## config.mk

```make
export PLATFORM = sky130hd
export DESIGN_NAME = pio_ctrl
export DESIGN_NICKNAME = d
export VERILOG_FILES = /design/src/rtl/pio_ctrl.sv
export SDC_FILE = /design/constraint.sdc
export NUM_CORES = 2
export LEC_CHECK = 0
export ABC_AREA = 0
export CAP_MARGIN = 0
export CORE_AREA = 2 2 477 479
export CTS_CLUSTER_DIAMETER = 100
export DETAILED_ROUTE_END_ITERATION = 10
export DIE_AREA = 0 0 479 481
export GPL_TIMING_DRIVEN = 0
export PLACE_DENSITY_LB_ADDON = 0.15
export SLEW_MARGIN = 15
export SYNTH_ARGS = -nofsm -noshare
export SYNTH_HDL_FRONTEND = slang
export SYNTH_SLANG_ARGS = --single-unit
export TNS_END_PERCENT = 100
```

## constraint.sdc

```tcl
create_clock -name clk -period 3.6 [get_ports clk]
set_input_delay 0.72 -clock clk [delete_from_list [all_inputs] [get_ports clk]]
set_output_delay 0.72 -clock clk [all_outputs]
set_load 0.02 [all_outputs]
```

## src/rtl/pio_ctrl.sv

```systemverilog
// pio_ctrl: PIO host-command decoder with shared instruction memory, per-machine configuration,
// guarded FIFO push/pull and GPIO combining. Define PIO_CTRL_READBACK_EN for action-18 readback and overflow flags.
module pio_ctrl #(
    parameter int NUM_SM     = 4,
    parameter int IMEM_DEPTH = 32,
    localparam int SW = (NUM_SM > 1) ? $clog2(NUM_SM) : 1,
    localparam int AW = $clog2(IMEM_DEPTH)
) (
    input  logic                 clk,
    input  logic                 reset,
    input  logic [SW-1:0]        mindex,
    input  logic [AW-1:0]        index,
    input  logic [4:0]           action,
    input  logic [31:0]          din,
    output logic [31:0]          dout,
    output logic                 rsp_valid,
    output logic                 rsp_err,
    input  logic [NUM_SM*AW-1:0] pc,
    output logic [NUM_SM*16-1:0] instr,
    output logic                 imm,
    output logic [NUM_SM-1:0]    en,
    output logic [NUM_SM-1:0]    jmp_pin,
    output logic [NUM_SM-1:0]    auto_push,
    output logic [NUM_SM-1:0]    auto_pull,
    output logic [NUM_SM*AW-1:0] pstart,
    output logic [NUM_SM*AW-1:0] pend,
    output logic [NUM_SM*24-1:0] div,
    output logic [NUM_SM*32-1:0] pins_cfg,
    output logic [NUM_SM*3-1:0]  sideset_bits,
    output logic [NUM_SM*32-1:0] initial_pins,
    output logic [NUM_SM*32-1:0] initial_dirs,
    output logic [NUM_SM*5-1:0]  isr_threshold,
    output logic [NUM_SM*5-1:0]  osr_threshold,
    output logic [NUM_SM-1:0]    tx_push,
    output logic [NUM_SM-1:0]    rx_pull,
    input  logic [NUM_SM-1:0]    tx_full,
    input  logic [NUM_SM-1:0]    rx_empty,
    input  logic [NUM_SM*32-1:0] rx_data,
    input  logic [NUM_SM*32-1:0] sm_out,
    input  logic [NUM_SM*32-1:0] sm_dir,
    output logic [31:0]          gpio_out,
    output logic [31:0]          gpio_dir
);

    localparam logic [4:0] A_IMEM   = 5'd1;
    localparam logic [4:0] A_PEND   = 5'd2;
    localparam logic [4:0] A_PULL   = 5'd3;
    localparam logic [4:0] A_PUSH   = 5'd4;
    localparam logic [4:0] A_PINS   = 5'd5;
    localparam logic [4:0] A_EN     = 5'd6;
    localparam logic [4:0] A_DIV    = 5'd7;
    localparam logic [4:0] A_SIDE   = 5'd8;
    localparam logic [4:0] A_IMM    = 5'd9;
    localparam logic [4:0] A_APUSH  = 5'd10;
    localparam logic [4:0] A_APULL  = 5'd11;
    localparam logic [4:0] A_IPINS  = 5'd12;
    localparam logic [4:0] A_IDIRS  = 5'd13;
    localparam logic [4:0] A_THR    = 5'd14;
    localparam logic [4:0] A_JMP    = 5'd16;
    localparam logic [4:0] A_PSTART = 5'd17;

    logic [15:0] imem [IMEM_DEPTH];
    logic        sm_ok;

    // Commands aimed at a non-existent machine are dropped (imem writes excepted).
    assign sm_ok = 32'(mindex) < NUM_SM;
    assign imm   = !reset && sm_ok && (action == A_IMM);

    always_ff @(posedge clk) begin
        if (!reset && action == A_IMEM)
            imem[index] <= din[15:0];
    end

    for (genvar j = 0; j < NUM_SM; j++) begin : g_lane
        assign instr[j*16 +: 16] = imm ? din[15:0] : imem[pc[j*AW +: AW]];
    end

    always_ff @(posedge clk) begin
        if (reset) begin
            en            <= '0;
            jmp_pin       <= '0;
            auto_push     <= '0;
            auto_pull     <= '0;
            pstart        <= '0;
            pend          <= '0;
            div           <= '0;
            pins_cfg      <= '0;
            sideset_bits  <= '0;
            initial_pins  <= '0;
            initial_dirs  <= '0;
            isr_threshold <= '0;
            osr_threshold <= '0;
        end else if (sm_ok) begin
            case (action)
                A_PEND:   pend[mindex*AW +: AW]         <= index;
                A_PSTART: pstart[mindex*AW +: AW]       <= index;
                A_PINS:   pins_cfg[mindex*32 +: 32]     <= din;
                A_EN:     en                            <= din[NUM_SM-1:0];
                A_DIV:    div[mindex*24 +: 24]          <= din[23:0];
                A_SIDE:   sideset_bits[mindex*3 +: 3]   <= din[2:0];
                A_APUSH:  auto_push                     <= din[NUM_SM-1:0];
                A_APULL:  auto_pull                     <= din[NUM_SM-1:0];
                A_IPINS:  initial_pins[mindex*32 +: 32] <= din;
                A_IDIRS:  initial_dirs[mindex*32 +: 32] <= din;
                A_THR: begin
                    isr_threshold[mindex*5 +: 5] <= din[4:0];
                    osr_threshold[mindex*5 +: 5] <= din[9:5];
                end
                A_JMP:    jmp_pin                       <= din[NUM_SM-1:0];
                default: ;
            endcase
        end
    end

`ifdef PIO_CTRL_READBACK_EN
    localparam logic [4:0] A_READ = 5'd18;

    logic [NUM_SM-1:0] ovf;
    logic [31:0]       rb_word;

    always_comb begin
        rb_word = '0;
        case (index[2:0])
            3'd0:    rb_word = {8'd0, div[mindex*24 +: 24]};
            3'd1:    rb_word = pins_cfg[mindex*32 +: 32];
            3'd2:    rb_word = initial_pins[mindex*32 +: 32];
            3'd3:    rb_word = initial_dirs[mindex*32 +: 32];
            3'd4:    rb_word = {22'd0, osr_threshold[mindex*5 +: 5], isr_threshold[mindex*5 +: 5]};
            3'd5:    rb_word = 32'({pstart[mindex*AW +: AW], pend[mindex*AW +: AW]});
            3'd6:    rb_word = {8'(en), 8'(auto_push), 8'(auto_pull), 8'(jmp_pin)};
            default: rb_word = 32'(ovf);
        endcase
    end

    // Overflow flags are sticky until read back through index 7.
    always_ff @(posedge clk) begin
        if (reset) begin
            ovf <= '0;
        end else if (sm_ok) begin
            if (action == A_READ && index[2:0] == 3'd7)
                ovf <= '0;
            if (action == A_PUSH && tx_full[mindex])
                ovf[mindex] <= 1'b1;
        end
    end
`endif

    always_ff @(posedge clk) begin
        if (reset) begin
            tx_push   <= '0;
            rx_pull   <= '0;
            rsp_valid <= 1'b0;
            rsp_err   <= 1'b0;
            dout      <= '0;
        end else begin
            tx_push   <= '0;
            rx_pull   <= '0;
            rsp_valid <= 1'b0;
            rsp_err   <= 1'b0;
            if (sm_ok && action == A_PUSH && !tx_full[mindex])
                tx_push[mindex] <= 1'b1;
            if (sm_ok && action == A_PULL) begin
                rsp_valid <= 1'b1;
                if (rx_empty[mindex]) begin
                    rsp_err <= 1'b1;
                    dout    <= '0;
                end else begin
                    rx_pull[mindex] <= 1'b1;
                    dout            <= rx_data[mindex*32 +: 32];
                end
            end
`ifdef PIO_CTRL_READBACK_EN
            if (sm_ok && action == A_READ) begin
                rsp_valid <= 1'b1;
                dout      <= rb_word;
            end
`endif
        end
    end

    // Later machines overwrite earlier ones, so the highest driving index wins each pad.
    always_comb begin
        gpio_out = '0;
        gpio_dir = '0;
        for (int j = 0; j < NUM_SM; j++) begin
            gpio_out = (gpio_out & ~sm_dir[j*32 +: 32]) | (sm_out[j*32 +: 32] & sm_dir[j*32 +: 32]);
            gpio_dir = gpio_dir | sm_dir[j*32 +: 32];
        end
    end

endmodule

```

# Word level (Yosys, flattened, before mapping)
# Memories as Yosys holds them, arrays and structs flattened.
# Index checks and enable logic that the tools add are counted.
[word_totals] ff_bits=630 ramBits=512 input_bits=458 output_inout_bits=759 wordCells=106 memories=1
[classes] n_addsub=4 n_mul=3 order_cmp=2 eq_ne=16 shift=11 n_mux=24 n_bitwise=18 n_reduce_logical=9
[memory_table] name="imem" depth=32 width=16 read_ports=4 rd_ports_with_merged_regs=0 wr=1 line="62" rtl="logic [15:0] imem [IMEM_DEPTH];"
[op_table] cell="$bwmux W128" count=3
[op_table] cell="$and A32 B32 Y32" count=7
[op_table] cell="$or A32 B32 Y32" count=6
[op_table] cell="$shift A32 B34 Y128 const A" count=1
[op_table] cell="$shiftx A128 B8 Y32" count=1
[op_table] cell="$shiftx A32 B34 Y128" count=1
[op_table] cell="$shiftx A5 B34 Y20" count=3
[op_table] cell="$bwmux W96" count=1
[op_table] cell="$not A32 Y32" count=3
[op_table] cell="$shift A24 B34 Y96 const A" count=1
[op_table] cell="$shiftx A24 B34 Y96" count=1
[op_table] cell="$bwmux W20" count=4
[op_table] cell="$neg A7 Y34" count=2
[op_table] cell="$mux W16" count=4
[op_table] cell="$eq A5 B4 Y1 const B" count=7
[op_table] cell="$neg A4 Y34" count=1
[op_table] cell="$neg A5 Y34" count=1
[op_table] cell="$shift A3 B34 Y12 const A" count=1
[op_table] cell="$shift A5 B34 Y20 const A" count=1
[op_table] cell="$shiftx A3 B34 Y12" count=1
[op_table] cell="$mux W32" count=1
[op_table] cell="$eq A5 B3 Y1 const B" count=4
[op_table] cell="$bwmux W12" count=1
[op_table] cell="$eq A5 B2 Y1 const B" count=2
[op_table] cell="other kinds (14)" count=29

# Logic depth before layout (Yosys ltp)
[depth] ltp_word=7 ltp_mapped=11 ltp_nobuf=7

# Worst setup path after synthesis
# No wires, ideal clock.
[synth_timing] path_kind="in2out" startpoint="input pc[0]" endpoint="output instr[12]" t_arrival_ns=2.611 t_required_ns=2.880 path_slack_ns=0.269 stages=9 n_path_buf=4 cell_sequence="buf_2 > buf_6 > and2_1 > clkbuf_1 > buf_2 > a22oi_1 > nand4_1 > o211a_1 > o41ai_1"
[synth_via] elab_chain_len=2
[synth_lines] element="start, declared" line="18" rtl="input logic [NUM_SM*AW-1:0] pc,"
[synth_lines] element="$mem_v2 Z32 W16"
[synth_lines] element="$mux W16" line="75" rtl="assign instr[j*16 +: 16] = imm ? din[15:0] : imem[pc[j*AW +: AW]];"
[synth_lines] element="end, declared" line="19" rtl="output logic [NUM_SM*16-1:0] instr,"
# No other way between the ends.

# Final worst setup path
[layout_timing] startpoint="input pc[2]" endpoint="output instr[6]"
# Same word-level chain as after synthesis.

==> run_results.csv <==
group,metric,value,unit
sta,rsz0062_at_grt,"true",
yosys,avgSynthCellArea,10.7,sq um
die,pin_count,1217,
min_path,hold_path_class,"in2reg",
sta,min_period,3700,ps
min_path,hold_depth,1,
layout,post-route-util,37.5,%
placed_design,dp_slack,-2610,ps
setup_path,cp_cell_sequence,"buf_2 > clkbuf_2 > clkbuf_4 > a211oi_1 > o41ai_4 > buf_4",
power,power.density,403,mW/mm^2
sta,maxSlewHeadroom,18.9,%
yosys,yosysUniqueCellTypes,57,
yosys,synthArstFlopShare,0,%
die,dieWidth,479,um
setup_path,r2r_cells,2,
layout,final_common_cell,"clkdlybuf4s50_1",
layout,area_growth,42.7,%
layout,nFillCells,22200,
global_routing,antenna_found_initial,48,
yosys,synthFlopType,"dfxtp_1",
setup_path,slowest_stage,"o41ai_4",
placed_design,io_buffer_count,1189,
cts,hold_buffers,0,
cts,clock_path_buffers,3,
setup_path,crit_type,"in2out",
route,drt-pass1-iter-count,6,
sta,fin_skew,0,ps
sta,fin_crit_sh,103,%
layout,final_cell_mix,"clkdlybuf4s50_1 (1,096), nand2_1 (834), dfxtp_1 (630), mux2i_1 (572), a21oi_1 (531)",
placed_design,gp_congestion,1.01,
cts,root_buffer,"clkbuf_16",
sta,fmax,270,MHz
route,vias,58100,
die,core_area,0.226,sq mm
route,drcViolationCount,0,
route,drt-total-wl,407000,um
route,first_iter_violations,8194,
route,viasPerCell,5.74,
cts,clock_latency,800,ps
cts,cts_sinks,1142,
setup_path,slowest_delay,590,ps
route,post_drt_wl_per_cell,40.2,um
cts,htreeDepth,4,
job,drv_cap,0,
outcome,violations,"setup timing",
power,irDropWorstVdd,0.434,mV
yosys,synth_top_area_cell,"edfxtp_1",
global_routing,grt_overflow,0,
yosys,synth_top_area_share,25.9,%
global_routing,grt_pass1_wl,524000,um
yosys,synth_edf_count,512,
placed_design,dp_hpwl,309000,um
cts,cts_tree,"done",
setup_path,cp-start-kind,"input pin",
sta,slew_violations,0,
cts,numCtsBuffers,143,
yosys,synthTopCellsByArea,"edfxtp_1 (26%), dfxtp_1 (21%), mux2i_1 (10%)",
sta,hold_violations,0,
sta,setup_violations,17,
route,postRouteAntennaNets,0,
yosys,ys_warn_count,0,
sta,tightestPinTransition,1220,ps
global_routing,grt_start_max_net_pins,38,
setup_path,critical_path_arrival,2980,ps
layout,nets,7434,
die,rows,175,
outcome,outcome,"finished with violations",
setup_path,cp_max_fo,10,
layout,seq_area,0.0280,sq mm
global_routing,grt_pass1_vias,55000,
die,start_util,26.3,%
yosys,synth_cells,5545,
die,die_area,0.230,sq mm
setup_path,cp.required,2880,ps
layout,drive_gt1_share,18.8,%
yosys,synth_seq_cells,1142,
power,p_leak,0.0296,uW
sta,worst_slack,-105,ps
yosys,synth_area,0.0593,sq mm
cts,clk_pin_slew_worst_paths,60,ps
die,die_h,481,um
layout,multi_input_area,0.0310,sq mm
global_routing,track_usage,33.8,%
yosys,syn-num-nets,6011,
setup_path,endpoint_kind,"output pin",
yosys,ys_seq_area_share,47.2,%
## critical path, delay by kind of cell
family | cells | cell delay, ps
AOI/OAI and AO/OA | 2 | 790
buffers and inverters | 4 | 1450
## layer usage
metal	part of all wire [%]	track usage (%)	vias to the layer above
met5	0.065	0	-
met4	6.4	18.0	24
met3	12	12.4	859
met2	44	51.6	4067
met1	37	41.5	29300
li1	-	-	23800
## worst paths after layout
check	slack, ps	startpoint	end
max reg2reg	2710	pins_cfg[86]	pins_cfg[86]
min reg2reg	450	initial_dirs[122]	initial_dirs[122]
max	-100	pc[2]	instr[6]
min	190	din[8]	imem[29][8]
## where the power goes
group	total [uW]	internal [uW]	leakage, uW	switching (uW)
registers	13600	13500	0.00967	12.5
logic	5540	2000	0.0176	3550
clock network	15100	8560	0.00234	6490
## Yosys cell counts (4+ instances only)
| master | instances |
|---|---|
| buf_1 | 14 |
| o21ai_0 | 44 |
| nor3_1 | 16 |
| nand4_1 | 58 |
| ha_1 | 8 |
| o41ai_1 | 60 |
| edfxtp_1 | 512 |
| nand3_1 | 119 |
| buf_2 | 146 |
| nor2b_1 | 75 |
| nor2_1 | 422 |
| mux4_2 | 258 |
| or4b_2 | 7 |
| a22o_1 | 17 |
| or3_1 | 5 |
| o211a_1 | 50 |
| buf_12 | 4 |
| nor4_1 | 10 |
| a211oi_1 | 65 |
| nand2_1 | 852 |
| buf_4 | 50 |
| a32oi_1 | 115 |
| or4_1 | 32 |
| a22oi_1 | 270 |
| and3_1 | 37 |
| o211ai_1 | 9 |
| mux2_2 | 28 |
| buf_6 | 16 |
| or2_2 | 4 |
| a21oi_1 | 542 |
| a211o_1 | 5 |
| dfxtp_1 | 630 |
| nand2b_1 | 52 |
| clkbuf_1 | 287 |
| mux2i_1 | 610 |
| and2_1 | 15 |
| mux4_1 | 29 |
| nand3b_1 | 38 |
## state kept, by name, indices dropped and copies added (netlist names), 12 cells and up
name           flops
sideset_bits      12
initial_dirs     128
imem             512
dout              32
div               96
pstart            20
initial_pins     128
pins_cfg         128
osr_threshold     20
isr_threshold     20
pend              20
## through the flow
step | instances | power [uW] | TNS [ps] | cell area (sq um) | hold slack [ps]
global route | 10100 | 34800 | -31.1 | 84600 | 171
global placement | 9743 | 18700 | -1948850 | 75000 | 441
CTS | 10100 | 34000 | -77.8 | 83800 | 149
floorplan | 5545 | 15900 | 0 | 59300 | 530
detailed placement | 9793 | 18700 | -1347560 | 76300 | 445
finish | 10100 | 34200 | -578 | 84600 | 188
## kinds of logic after synthesis
logic type | Yosys count | synth area share [%]
flip-flops | 1142 | 47.2
adder cells (fa/ha/maj) | 8 | 0.169
buffers and inverters | 527 | 4.33
AND/OR/NAND/NOR | 1762 | 13.3
multiplexers | 927 | 22.0
XOR/XNOR | 1 | 0.0148
AO/OA/AOI/OAI | 1178 | 13.1
## what timing repair did
action                                  4_1_cts  5_1_grt
gates cloned                                  2        4
pin swaps                                    39       24
gates resized for setup                    1014      154
endpoints found under the setup margin      635      213
buffers inserted                             19       29
## layout make-up
cell class / count / area share (%)
Timing Repair Buffer: 1292 / 15.6
Inverter: 3 / 0.0133
Tap cell: 3009 / 4.45
Antenna cell: 32 / 0.0946
Clock buffer: 188 / 4.68
Clock inverter: 72 / 1.03
Sequential cell: 1142 / 33.1
Multi-Input combinational cell: 3876 / 36.6
Buffer: 510 / 4.46
No activity file was read; power rests on OpenSTA's default activity.
